[config.mk]
export PLATFORM = sky130hd
export DESIGN_NAME = pipe_stage_reg
export DESIGN_NICKNAME = d
export VERILOG_FILES = /design/src/rtl/pipe_pkg.sv /design/src/rtl/sat_counter.sv /design/src/rtl/pipe_stage_reg.sv
export SDC_FILE = /design/constraint.sdc
export NUM_CORES = 1
export LEC_CHECK = 0
export BUFFER_PORTS_ARGS = -buffer_cell sky130_fd_sc_hd__buf_2
export CORE_ASPECT_RATIO = 0.75
export CORE_UTILIZATION = 44
export DETAILED_ROUTE_END_ITERATION = 10
export PLACE_DENSITY_LB_ADDON = 0.1
export SYNTH_ARGS = -nofsm -noshare
export SYNTH_HDL_FRONTEND = slang
export SYNTH_SLANG_ARGS = --single-unit
[constraint.sdc]
create_clock -name CLK -period 9.9 [get_ports CLK]
set_clock_uncertainty 0.1 [all_clocks]
set_input_delay 0 -clock CLK [delete_from_list [all_inputs] [get_ports CLK]]
set_output_delay 0 -clock CLK [all_outputs]
set_load 0.01 [all_outputs]
[src/rtl/pipe_pkg.sv]
// Shared types and constants for the generic inter-stage pipeline register.
// Payload structs let users size the register with DATA_W = $bits(<type>).
package pipe_pkg;

    localparam logic [31:0] NOP_INSTR  = 32'h00000013;
    localparam int          PERF_CNT_W = 32;

    typedef struct packed {
        logic [31:0] instr;
        logic [31:0] pc;
        logic [31:0] pc_plus4;
    } ifid_payload_t;

    typedef struct packed {
        logic [31:0] instr;
        logic [31:0] pc;
        logic [31:0] rs1_val;
        logic [31:0] rs2_val;
        logic [31:0] imm;
        logic [4:0]  rd;
        logic [3:0]  alu_op;
        logic        reg_we;
        logic        mem_re;
        logic        mem_we;
    } idex_payload_t;

endpackage

[src/rtl/sat_counter.sv]
// Saturating up-counter with synchronous clear; holds at all-ones once reached.
module sat_counter
    import pipe_pkg::*;
#(
    parameter int W = PERF_CNT_W
) (
    input  logic         clk_i,
    input  logic         rst_i,
    input  logic         en_i,
    output logic [W-1:0] cnt_o
);

    logic [W-1:0] cnt_q;
    logic [W-1:0] cnt_d;

    always_comb begin
        cnt_d = cnt_q;
        if (en_i && (cnt_q != '1)) begin
            cnt_d = cnt_q + 1'b1;
        end
    end

    always_ff @(posedge clk_i) begin
        if (rst_i) begin
            cnt_q <= '0;
        end else begin
            cnt_q <= cnt_d;
        end
    end

    assign cnt_o = cnt_q;

endmodule

[src/rtl/pipe_stage_reg.sv]
// Parametrised pipeline register with valid/ready handshake and a 2-entry skid buffer.
// Define PIPE_STAGE_PERF_EN to add saturating bubble/stall counters.
module pipe_stage_reg
    import pipe_pkg::*;
#(
    parameter int                 DATA_W      = 96,
    parameter logic [DATA_W-1:0]  RESET_VALUE = '0,
    parameter logic [DATA_W-1:0]  FLUSH_VALUE = DATA_W'({NOP_INSTR, 64'h0})
) (
    input  logic              CLK,
    input  logic              RST,
    input  logic              Flush,
    input  logic              In_Valid,
    input  logic [DATA_W-1:0] In_Data,
    output logic              In_Ready,
    output logic              Out_Valid,
    output logic [DATA_W-1:0] Out_Data,
    input  logic              Out_Ready
`ifdef PIPE_STAGE_PERF_EN
    ,
    output logic [PERF_CNT_W-1:0] Bubble_Cnt,
    output logic [PERF_CNT_W-1:0] Stall_Cnt
`endif
);

    logic              m_valid_q, m_valid_d;
    logic [DATA_W-1:0] m_data_q,  m_data_d;
    logic              s_valid_q, s_valid_d;
    logic [DATA_W-1:0] s_data_q,  s_data_d;
    logic              accept;
    logic              drain;

    // In_Ready comes straight from a flop, so it never depends on Out_Ready.
    assign In_Ready  = ~s_valid_q;
    assign Out_Valid = m_valid_q;
    assign Out_Data  = m_data_q;

    assign accept = In_Valid & ~s_valid_q;
    assign drain  = m_valid_q & Out_Ready;

    always_comb begin
        m_valid_d = m_valid_q;
        m_data_d  = m_data_q;
        s_valid_d = s_valid_q;
        s_data_d  = s_data_q;
        if (!m_valid_q || drain) begin
            if (s_valid_q) begin
                m_valid_d = 1'b1;
                m_data_d  = s_data_q;
                s_valid_d = 1'b0;
            end else if (accept) begin
                m_valid_d = 1'b1;
                m_data_d  = In_Data;
            end else begin
                m_valid_d = 1'b0;
            end
        end else if (accept) begin
            s_valid_d = 1'b1;
            s_data_d  = In_Data;
        end
    end

    always_ff @(posedge CLK) begin
        if (RST) begin
            m_valid_q <= 1'b0;
            s_valid_q <= 1'b0;
            m_data_q  <= RESET_VALUE;
        end else if (Flush) begin
            m_valid_q <= 1'b0;
            s_valid_q <= 1'b0;
            m_data_q  <= FLUSH_VALUE;
        end else begin
            m_valid_q <= m_valid_d;
            s_valid_q <= s_valid_d;
            m_data_q  <= m_data_d;
        end
    end

    // Skid payload is only meaningful while s_valid_q is set, so it needs no reset.
    always_ff @(posedge CLK) begin
        s_data_q <= s_data_d;
    end

`ifdef PIPE_STAGE_PERF_EN
    sat_counter #(.W(PERF_CNT_W)) u_bubble_cnt (
        .clk_i (CLK),
        .rst_i (RST),
        .en_i  (Out_Ready & ~m_valid_q),
        .cnt_o (Bubble_Cnt)
    );

    sat_counter #(.W(PERF_CNT_W)) u_stall_cnt (
        .clk_i (CLK),
        .rst_i (RST),
        .en_i  (m_valid_q & ~Out_Ready),
        .cnt_o (Stall_Cnt)
    );
`endif

endmodule
==> results.sh <==
export IMPL_status="complete, no violations"
export IMPL_power_leakage_nw=3.87
export IMPL_async_reset_ff_share_pct=0
export IMPL_arrival_ps=3210
export IMPL_ff_latch_area_um2=4850
export IMPL_fp_row_count=42
export IMPL_setup_slack_ps=6670
export IMPL_pre_cts_ws_ps=6630
export IMPL_clk_latency_ps=430
export IMPL_detail_route_wl_per_cell_um=17.9
export IMPL_layout_worst_path_cycle_share_pct=32.6
export IMPL_htreeDepth=4
export IMPL_rsz0062_at_grt="false"
export IMPL_clock_path_buffers=2
export IMPL_yosysSeqAreaShare_pct=61.0
export IMPL_post_cts_resized=0
export IMPL_critical_path_required_ps=9880
export IMPL_p_seq_share_pct=48.8
export IMPL_grt_max_degree=64
export IMPL_pwr_share_comb_pct=10.5
export IMPL_drv_cap=0
export IMPL_firstDrtPassIters=6
export IMPL_gp_congestion=0.791
export IMPL_start_kind="flip-flop"
export IMPL_netlist_area_um2=7950
export IMPL_fill_cells=1433
export IMPL_synth_top_area_share_pct=36.3
export IMPL_vias_per_cell=5.21
export IMPL_yosysWarnings=0
export IMPL_hp_class="in2reg"
export IMPL_yosys_top_cells_count="98 x dfxtp_1, 96 x edfxtp_1, 93 x mux2i_1, 60 x a211oi_2, 60 x a21oi_2"
export IMPL_grt_usage_pct=21.3
export IMPL_multi_input_area_um2=2790
export IMPL_cts_tree="yes"
export IMPL_drtIter0Drc=285
export IMPL_die_h_um=118
export IMPL_drtAntennaViolNets=0
export IMPL_ios=199
export IMPL_grt_pass1_wl_mm=30.3
export IMPL_nets=921
export IMPL_die_area_um2=18600
export IMPL_initial_core_util_pct=45.0
export IMPL_switching_share_pct=23.3
export IMPL_numCtsBuffers=17
export IMPL_drive_gt1_share_pct=44.1
export IMPL_dp_hpwl_mm=11.4
export IMPL_hold_viol=0
export IMPL_vias=5599
export IMPL_wirelength_mm=19.2
export IMPL_fmax_mhz=310
export IMPL_antenna_found_initial=0
export IMPL_core_area_um2=17700
export IMPL_cts_clk_slew_worst_paths_ps=70
export IMPL_synth_most_common_cell="dfxtp_1"
export IMPL_synth_edff_count=96
export IMPL_max_slew_margin_rel_pct=26.2
export IMPL_p_per_area_nw_per_um2=170
export IMPL_synth_area_leader_cell="edfxtp_1"
export IMPL_portBuffers=198
export IMPL_power_frac_clock_pct=40.8
export IMPL_min_period_ps=3230
export IMPL_grt_overflow_total=0
export IMPL_synth_seq_cells=194
export IMPL_cts_sinks=194
export IMPL_remaining_drc_errors=0
export IMPL_finalMaxSlewViolations=0
export IMPL_hold_buffers=100
export IMPL_path_max_fanout=62
export IMPL_antenna_cells=0
export IMPL_p_switching_uw=420
export IMPL_worst_slew_pin_slew_ps=1110
export IMPL_synth_cell_types=23
export IMPL_cts_root_buf="clkbuf_16"
export IMPL_p_int_mw=1.38
export IMPL_cts_setup_buffers=0
export IMPL_synth_main_ff_cell="dfxtp_1"
export IMPL_avgSynthCellArea_um2=14.4
export IMPL_syn_instance_count=550
export IMPL_syn2layout_area_growth_pct=33.7
export IMPL_synth_nets=651
export IMPL_crit_path_end_kind="flip-flop"
export IMPL_die_w_um=157
export IMPL_synthTopCellsByArea="edfxtp_1 36%, dfxtp_1 25%, mux2i_1 12%"
export IMPL_setup_viol=0
export IMPL_path_class="reg2reg"
export IMPL_first_global_vias=5569
export IMPL_vdd_drop_max_uv=113
export IMPL_fin_tns_setup_ps=0
[per-stage QoR]
stage	total power, mW	cells	instance area [um2]	utilization [%]	hold slack, ps
after global placement	1.05	943	8990	50.9	92.5
after global routing	1.86	1075	10600	60.2	179
after CTS	1.82	1075	10600	60.2	164
after floorplan	0.994	550	7950	-	-27.2
after detailed placement	1.05	943	8990	50.9	93.1
final	1.80	1075	10600	60.2	187
[metal layers]
metal / GRT usage (%) / up-vias / routed length [um]
met5: 0 / - / 0
met4: 7.46 / 0 / 347
met3: 5.32 / 25 / 1140
met2: 33.9 / 163 / 8930
met1: 28.2 / 2750 / 8830
li1: - / 2661 / -
[power groups by stage]
stage | registers (mW) | clock network (mW) | logic, mW
6_report | 0.879 | 0.734 | 0.188
5_1_grt | 0.881 | 0.780 | 0.204
4_1_cts | 0.878 | 0.752 | 0.189
3_5_place_dp | 0.896 | 0 | 0.157
3_3_place_gp | 0.895 | 0 | 0.154
2_1_floorplan | 0.904 | 0 | 0.0896
[worst paths after layout]
| path | from | to | slack (ps) | depth (start not counted) |
|---|---|---|---|---|
| worst min-delay path | In_Data[6] | s_data_q[6] | 190 | 2 |
| worst max-delay path | s_valid_q | s_data_q[79] | 6670 | 4 |
| worst min register to register | Out_Data[32] | Out_Data[32] | 420 | 2 |
| worst max register to register | s_valid_q | s_data_q[79] | 6670 | 4 |
[logic make-up (layout without fill, tap and decap cells)]
logic type / Yosys count / in the layout / synth area share, %
AO/OA/AOI/OAI: 190 / 190 / 21.6
buffers and inverters: 55 / 338 / 4.19
flip-flops: 194 / 194 / 61.0
multiplexers: 96 / 96 / 12.1
AND/OR/NAND/NOR: 15 / 15 / 1.09
[final cells by class]
cell class | count | area share [%]
clock inverter | 15 | 1.93
timing repair buffer | 305 | 19.2
clock buffer | 17 | 4.00
multi-input combinational | 301 | 26.3
inverter | 1 | 0.0353
sequential | 194 | 45.6
tap | 242 | 2.85
[placed cells by master, fill, tap and decap left out, drive strengths merged]
master and count:
a211oi 96, nand2b 1, nand2 1, inv 6, nor4 3, mux2i 93, mux2 3, and3 1
bufinv 4, a21oi 94, dlygate4sd3 100, and2b 1, clkinv 4, edfxtp 96, nor2 5, clkbuf 17
dfxtp 98, or2 2, nor3 1, buf 205, clkinvlp 2
[worst max-delay path, cell delays in order (launching register included)]
cell	delay, ps
dfxtp_4	800
buf_4	960
inv_1	130
and3_4	370
buf_4	440
[sequential cells by signal, summed over array words and instances, names as in the netlist]
signal / cells
s_valid_q: 1
Out_Data: 96
s_data_q: 96
Out_Valid: 1
Note: power is estimated with default switching activity, not from simulation.
